## config.mk

```make
export PLATFORM = sky130hd
export DESIGN_NAME = cdf_streamer
export DESIGN_NICKNAME = d
export VERILOG_FILES = /design/src/rtl/cdf_streamer.sv
export SDC_FILE = /design/constraint.sdc
export NUM_CORES = 1
export LEC_CHECK = 0
export CAP_MARGIN = 5
export CORE_MARGIN = 2
export CORE_UTILIZATION = 45
export DETAILED_ROUTE_END_ITERATION = 8
export PLACE_DENSITY = 0.72
export SLEW_MARGIN = 20
export SYNTH_ARGS = -nofsm -noshare
export SYNTH_HDL_FRONTEND = slang
export SYNTH_SLANG_ARGS = --single-unit
export TNS_END_PERCENT = 50
```

## constraint.sdc

```tcl
create_clock -name clk -period 2.35 [get_ports clk]
set_input_delay 0.235 -clock clk [delete_from_list [all_inputs] [get_ports clk]]
set_output_delay 0.235 -clock clk [all_outputs]
set_load 0.005 [all_outputs]
```

## src/rtl/cdf_streamer.sv

```systemverilog
// cdf_streamer: walks the histogram bins, accumulates the CDF and hands each value to the divider.
// Build option CDF_SATURATE_EN: accumulator clamps at all-ones instead of wrapping.
module cdf_streamer #(
   parameter int NUM_BINS = 256,
   parameter int ADDR_W   = 8,
   parameter int DATA_W   = 8
) (
   input  logic              clk,
   input  logic              reset,
   input  logic              enable,
   input  logic              start,
   output logic [ADDR_W-1:0] hist_addr,
   output logic              hist_rd_en,
   input  logic [DATA_W-1:0] hist_data,
   output logic [DATA_W-1:0] cdf_out,
   output logic              div_en,
   input  logic              ready_g_out,
   output logic [ADDR_W-1:0] bin_idx,
   output logic              busy,
   output logic              done
);

   typedef enum logic [2:0] {
      S_IDLE,
      S_READ,
      S_CAPTURE,
      S_ISSUE,
      S_WAIT_DIV,
      S_DONE
   } state_t;

   localparam logic [ADDR_W-1:0] LAST_BIN = ADDR_W'(NUM_BINS - 1);

   state_t            state_q;
   state_t            state_d;
   logic [DATA_W-1:0] acc_q;
   logic [DATA_W-1:0] acc_next;

   always_ff @(posedge clk) begin
      if (reset) begin
         state_q <= S_IDLE;
      end else begin
         state_q <= state_d;
      end
   end

   // NOTE: every output of this block is given a default first, so no path leaves one unassigned and no latch is inferred.
   always_comb begin
      state_d    = state_q;
      hist_rd_en = 1'b0;
      div_en     = 1'b0;
      done       = 1'b0;
      busy       = (state_q != S_IDLE);
      if (enable) begin
         unique case (state_q)
            S_IDLE: begin
               if (start) state_d = S_READ;
            end
            S_READ: begin
               hist_rd_en = 1'b1;
               state_d    = S_CAPTURE;
            end
            S_CAPTURE: begin
               state_d = S_ISSUE;
            end
            S_ISSUE: begin
               div_en  = 1'b1;
               state_d = S_WAIT_DIV;
            end
            S_WAIT_DIV: begin
               if (ready_g_out) state_d = (bin_idx == LAST_BIN) ? S_DONE : S_READ;
            end
            S_DONE: begin
               done    = 1'b1;
               state_d = S_IDLE;
            end
            default: begin
               state_d = S_IDLE;
            end
         endcase
      end
   end

`ifdef CDF_SATURATE_EN
   logic [DATA_W:0] sum_wide;
   assign sum_wide = {1'b0, acc_q} + {1'b0, hist_data};
   assign acc_next = sum_wide[DATA_W] ? {DATA_W{1'b1}} : sum_wide[DATA_W-1:0];
`else
   assign acc_next = acc_q + hist_data;
`endif

   // Address and index advance only when the divider result is accepted, so the LUT write lines up.
   // NOTE: registered state uses non-blocking assignments so every flop samples pre-edge values.
   always_ff @(posedge clk) begin
      if (reset) begin
         acc_q     <= '0;
         cdf_out   <= '0;
         hist_addr <= '0;
         bin_idx   <= '0;
      end else if (enable) begin
         case (state_q)
            S_IDLE: begin
               if (start) begin
                  acc_q     <= '0;
                  hist_addr <= '0;
                  bin_idx   <= '0;
               end
            end
            S_CAPTURE: begin
               acc_q   <= acc_next;
               cdf_out <= acc_next;
            end
            S_WAIT_DIV: begin
               if (ready_g_out && (bin_idx != LAST_BIN)) begin
                  hist_addr <= hist_addr + 1'b1;
                  bin_idx   <= bin_idx + 1'b1;
               end
            end
            default: begin
            end
         endcase
      end
   end

endmodule
```

==> flow_metrics.tcl, run 1 <==
set metrics [dict create \
    yosys.area_share.adder_pct 7.13 \
    diodes 0 \
    start_util_pct 46.5 \
    hold-worst-slack_ps 456 \
    antenna_found_initial 0 \
    areaGrowthSynthToFinish_pct 29.3 \
    clk_pin_slew_ps 80 \
    dp_slack_ps 70.5 \
    synthXorXnorAreaFrac_pct 1.88 \
    dieHeight_um 68.3 \
    clock_sinks 35 \
    synth-simple-area-share_pct 26.0 \
    powerDensity_nw_per_um2 555 \
    rsz0062_at_grt "false" \
    h-tree-depth 2 \
    p_leak_nw 0.967 \
    hold_path.class "flip-flop to flip-flop" \
    design_area_sq_um 2400 \
    ys_types 43 \
    dieArea_sq_um 4660 \
    synth_top_area_share_pct 37.7 \
    hold_viol 0 \
    ant_nets 0 \
    wl_per_cell_um 12.1 \
    io_pins 41 \
    numCtsBuffers 5 \
    grt_pass1_vias 1591 \
    setup_ws_ps 208 \
    critPathMaxStageDelay_ps 730 \
    syn_avg_cell_area_sq_um 8.15 \
    ys_warn_count 0 \
    seq_area_sq_um 701 \
    grt_pass1_wl_um 6700 \
    syn_nets 251 \
    core.rowCount 23 \
    drt-initial-drc-count 70 \
    finalCriticalPeriod_ps 2140 \
    crit_path_end_kind "flip-flop" \
    cts_resized 0 \
    crit_buf_inv 0 \
    ys_ff_latch 35 \
    dieWidth_um 68.3 \
    cts_hold_buf 0 \
    drive_gt1_share_pct 7.46 \
    cp_slowest_cell "a211oi_2" \
    grt_max_degree 15 \
    crit_arrival_ps 2370 \
    path_delay_family "compound AO/OA/AOI/OAI gates" \
    startpoint_type "flip-flop" \
    netlist_area_sq_um 1860 \
    fmax_ghz 0.467 \
    slew-limit-headroom_pct 42.9 \
    critPathRequiredTime_ps 2580 \
    track_usage_pct 19.2 \
    fillCellCount 385 \
    worstMarginPinSlew_ps 855 \
    status "finished, final reports clean" \
    postCtsSetupBuffers 0 \
    path_cells "ha_1 -> and3_4 -> nand4_4 -> a211oi_2 -> o21ai_0 -> o21ai_1" \
    drt-pass1-iter-count 4 \
    dp.final_hpwl_um 2850 \
    clk_latency_ps 300 \
    power.total_w 0.00133 \
    multi_input_area_sq_um 1070 \
    worst_ir_drop_vdd_mv 0.392 \
    synth_compound_area_share_pct 20.4 \
    path_max_fanout 14 \
    clockBufferDepth 2 \
    cts-root-buf "clkbuf_8" \
    muxShareOfSynthArea_pct 2.36 \
    setup_violations 0 \
    synth-edff-count 0 \
    grt_overflow_total 0 \
    path_class "flip-flop to flip-flop" \
    synth-main-ff-cell "dfxtp_1" \
    drv_slew 0 \
    io_buffers 40 \
    synth_area_leaders "dfxtp_1 (38%), a21oi_1 (7.3%), ha_1 (6.1%), nand2_1 (4.8%), nor2_1 (4.6%)" \
    synth-seq-area-share_pct 37.7 \
    vias 1713 \
    timing.final.crit_share_pct 91.1 \
    wirelength_um 3850 \
    yosys.area.top_type "dfxtp_1" \
    skew_ps 6.18 \
    synth_top_family_by_area "simple AND/OR/NAND/NOR gates" \
    routed_via_density 5.39 \
    core-area_sq_um 4000 \
    tritoncts "yes" \
    async_flop_share_pct 0 \
    synthCells 228 \
    route.detailed.drc 0 \
    fin_tns_setup_ps 0 \
    globalplace.congestion 0.748 \
    drv_cap 0 \
    nNetsFinal 290 \
    placed_area_sq_um 2290 \
]
==> report_power, final <==
group          internal [W]  switching (W)  leakage (nW)
clock              0.000343       0.000228        0.0612
combinational     0.0000714      0.0000660         0.623
sequential         0.000610      0.0000152         0.283
total               0.00102       0.000309         0.967
==> worst register-to-register path, delay by kind of cell (launching register included) <==
kind	cells	cell delay (ps)
AND/OR/NAND/NOR	2	370
adder cells (fa/ha/maj)	1	230
flip-flops	1	430
AO/OA/AOI/OAI	3	1040
==> cells in the final DEF (no fill, tap or decap), types with 2 or more instances in the layout <==
master | netlist | routed
a211oi_1 | 2 | 2
a21o_1 | 2 | 2
a21oi_1 | 27 | 27
a2bb2oi_1 | 2 | 2
a31oi_1 | 5 | 5
and2_1 | 2 | 2
and3_1 | 4 | 4
buf_4 | 0 | 4
clkbuf_8 | 0 | 6
clkdlybuf4s50_1 | 0 | 40
dfxtp_1 | 35 | 35
ha_1 | 9 | 9
inv_1 | 4 | 4
mux2_2 | 3 | 3
nand2_1 | 24 | 24
nand2b_1 | 5 | 5
nand3_1 | 3 | 3
nand3b_1 | 4 | 4
nand4_1 | 5 | 5
nor2_1 | 23 | 23
nor2b_1 | 4 | 4
nor3_1 | 3 | 3
o21ai_0 | 15 | 15
o21ai_1 | 11 | 11
or3_1 | 5 | 5
xor2_1 | 3 | 3
==> logic make-up (layout without fill, tap and decap cells) <==
logic type               Yosys count  count (layout)
AND/OR/NAND/NOR                   90              90
flip-flops                        35              35
AO/OA/AOI/OAI                     68              68
XOR/XNOR                           4               4
multiplexers                       4               4
adder cells (fa/ha/maj)           10              10
buffers and inverters             17              57
==> sequential cells by signal, indices dropped and copies added, names as in the netlist <==
register / count
hist_addr: 8
bin_idx: 8
acc_q: 8
cdf_out: 8
state_q: 3
==> per-layer routing <==
metal  track usage (%)  up-vias  routed length [um]
met5                 0        -                   0
met4              9.00        0                  83
met3              3.95        8                 173
met2              33.1       44                1780
met1              22.5      769                1810
li1                  -      892                   -
==> area by class of cell <==
class                      instances  share of cell area [%]
multi-input combinational        176                    44.7
sequential                        35                    29.2
tap                               50                    2.60
timing repair buffer              44                    17.9
inverter                           5                   0.781
clock inverter                     2                    1.46
clock buffer                       6                    3.44
==> cells in the mapped netlist, drive strengths merged, types with 3 or more instances <==
| library cell | count |
|---|---|
| and3 | 5 |
| a31oi | 5 |
| xor2 | 3 |
| nand3b | 4 |
| clkbuf | 4 |
| inv | 4 |
| nor2 | 23 |
| nand3 | 3 |
| or3 | 5 |
| dfxtp | 35 |
| mux2 | 3 |
| buf | 8 |
| nand2b | 5 |
| nand2 | 24 |
| o21ai | 26 |
| ha | 9 |
| nand4 | 6 |
| a211oi | 3 |
| nor3 | 3 |
| nor2b | 4 |
| a21oi | 27 |
==> stage by stage <==
| stage | instances | utilization [%] |
|---|---|---|
| final | 318 | 60.1 |
| after global routing | 318 | 60.1 |
| after CTS | 318 | 60.1 |
| after detailed placement | 310 | 57.1 |
| after global placement | 310 | 57.1 |
| after floorplan | 228 | - |
==> final timing paths <==
path	startpoint	endpoint	slack [ps]	cells past startpoint
hold / removal	cdf_out[0]$_SDFFE_PP0P_	cdf_out[0]$_SDFFE_PP0P_	460	2
setup reg to reg	bin_idx[0]$_SDFFE_PP0P_	bin_idx[6]$_SDFFE_PP0P_	210	6
setup / recovery	bin_idx[0]$_SDFFE_PP0P_	bin_idx[6]$_SDFFE_PP0P_	210	6
hold reg to reg	cdf_out[0]$_SDFFE_PP0P_	cdf_out[0]$_SDFFE_PP0P_	460	2
(Power assumes the default switching activity.)
==> run 2, diff against run 1 <==
--- a/config.mk
+++ b/config.mk
@@ -9,7 +9,9 @@
 export CORE_MARGIN = 2
 export CORE_UTILIZATION = 45
 export DETAILED_ROUTE_END_ITERATION = 8
+export HOLD_SLACK_MARGIN = 0.1
 export PLACE_DENSITY = 0.72
+export RECOVER_POWER = 100
 export SLEW_MARGIN = 20
 export SYNTH_ARGS = -nofsm -noshare
 export SYNTH_HDL_FRONTEND = slang
==> run 2 against run 1 <==
Against the previous run:
- setup slack better by 28 ps
- via count is 0.64% lower
- first-iteration DRC count is 8.6% lower
==> flow_metrics.tcl, run 2 (synthesized netlist as in run 1, its figures left out) <==
set metrics [dict create \
    cts_hold_buf 0 \
    p_int_w 0.00102 \
    crit_path_end_kind "output pin" \
    r2r-start "bin_idx[0]$_SDFFE_PP0P_" \
    fillCellCount 385 \
    diodes 0 \
    grt_pass1_wl_um 6700 \
    dp.final_hpwl_um 2850 \
    drv_cap 0 \
    r2r-end "bin_idx[6]$_SDFFE_PP0P_" \
    clk_latency_ps 300 \
    pwr-share-comb_pct 10.1 \
    drt-initial-drc-count 64 \
    fin_tns_setup_ps 0 \
    dieArea_sq_um 4660 \
    track_usage_pct 19.2 \
    holdPathStages 1 \
    rr_worst_depth 6 \
    hold_path.class "flip-flop to flip-flop" \
    drive_gt1_share_pct 7.46 \
    grt_pass1_vias 1591 \
    nNetsFinal 290 \
    start_util_pct 46.5 \
    status "finished, final reports clean" \
    worst_ir_drop_vdd_mv 0.389 \
    path_cells "clkdlybuf4s50_1 -> nand2_1 -> or2_2 -> inv_1 -> dlygate4sd3_1" \
    clkPwrFrac_pct 42.9 \
    fmax_ghz 0.473 \
    h-tree-depth 2 \
    final_cell_mix "dfxtp_1 (35), dlygate4sd3_1 (30), a21oi_1 (27), nand2_1 (24), nor2_1 (23)" \
    hp-start "hist_addr[7]$_SDFFE_PP0P_" \
    worstMarginPinSlew_ps 827 \
    setup_violations 0 \
    cp_slowest_cell "dlygate4sd3_1" \
    drt-pass1-iter-count 4 \
    slew-limit-headroom_pct 44.8 \
    hold_viol 0 \
    dieHeight_um 68.3 \
    cts_resized 0 \
    antenna_found_initial 0 \
    core-area_sq_um 4000 \
    route.detailed.drc 0 \
    crit_arrival_ps 1880 \
    timing.final.crit_share_pct 89.9 \
    skew_ps 6.58 \
    core.rowCount 23 \
    ant_nets 0 \
    p_switching_w 0.000308 \
    cts-root-buf "clkbuf_8" \
    io_buffers 40 \
    path_class "input port to output pin" \
    postCtsSetupBuffers 0 \
    vias 1702 \
    placed_area_sq_um 2290 \
    globalplace.congestion 0.748 \
    clk_pin_slew_ps 80 \
    areaGrowthSynthToFinish_pct 29.3 \
    wirelength_um 3840 \
    drv_slew 0 \
    io_pins 41 \
    powerDensity_nw_per_um2 553 \
    grt_overflow_total 0 \
    critPathMaxStageDelay_ps 570 \
    path_max_fanout 6 \
    r2r_setup_slack_ps 240 \
    crit_buf_inv 3 \
    critPathRequiredTime_ps 2120 \
    design_area_sq_um 2400 \
    p_leak_nw 1.06 \
    dieWidth_um 68.3 \
    clock_sinks 35 \
    grt_max_degree 15 \
    tritoncts "yes" \
    seqPwrFrac_pct 47.0 \
    hold_end "hist_addr[7]$_SDFFE_PP0P_" \
    clockBufferDepth 2 \
    rsz0062_at_grt "false" \
    numCtsBuffers 5 \
    path_delay_family "buffers and inverters" \
    wl_per_cell_um 12.1 \
    finalCriticalPeriod_ps 2110 \
    layout_commonest_cell "dfxtp_1" \
    routed_via_density 5.35 \
    startpoint_type "input port" \
    p_sw_share_pct 23.2 \
]
==> run 2: stage by stage <==
step,setup slack [ps],power (W),hold WS (ps),util [%],cells
after floorplan,631,0.000721,431,-,228
after global placement,110,0.000777,445,57.1,310
after detailed placement,70.5,0.000777,446,57.1,310
after CTS,201,0.00135,455,60.1,318
after global routing,31.8,0.00139,474,60.1,318
final,236,0.00133,449,60.1,318
==> run 2: final cells by class <==
| class | instances | area (sq um) | share of cell area [%] |
|---|---|---|---|
| well taps | 50 | 62.6 | 2.60 |
| multi-input cells | 176 | 1070 | 44.7 |
| clock inverters | 2 | 35.0 | 1.46 |
| inverters | 5 | 18.8 | 0.781 |
| repair buffers | 44 | 430 | 17.9 |
| flip-flops and latches | 35 | 701 | 29.2 |
| clock buffers | 6 | 82.6 | 3.44 |
==> run 2: per-layer routing <==
layer	vias up	GRT usage, %	share of wire (%)
li1	896	-	-
met1	761	22.5	47
met2	37	33.1	47
met3	8	3.95	4.0
met4	0	9.00	2.1
met5	-	0	0
==> run 2: worst max path at each step <==
stage / from / endpoint / slack, ps / depth (start not counted)
after floorplan: bin_idx[0]$_SDFFE_PP0P_ / bin_idx[0]$_SDFFE_PP0P_ / 630 / 7
after global placement: hist_data[0] / cdf_out[6]$_SDFFE_PP0P_ / 110 / 8
after detailed placement: enable / bin_idx[3]$_SDFFE_PP0P_ / 70 / 6
after CTS: bin_idx[0]$_SDFFE_PP0P_ / bin_idx[3]$_SDFFE_PP0P_ / 200 / 6
after global routing: bin_idx[0]$_SDFFE_PP0P_ / bin_idx[3]$_SDFFE_PP0P_ / 30 / 6
final: enable / div_en / 240 / 5
==> run 2: power groups by stage <==
stage | Combinational [W] | Sequential (W) | Clock (W)
after floorplan | 0.0000899 | 0.000631 | 0
after CTS | 0.000140 | 0.000625 | 0.000583
after detailed placement | 0.000139 | 0.000639 | 0
after global routing | 0.000150 | 0.000628 | 0.000609
after global placement | 0.000138 | 0.000639 | 0
final | 0.000134 | 0.000625 | 0.000571
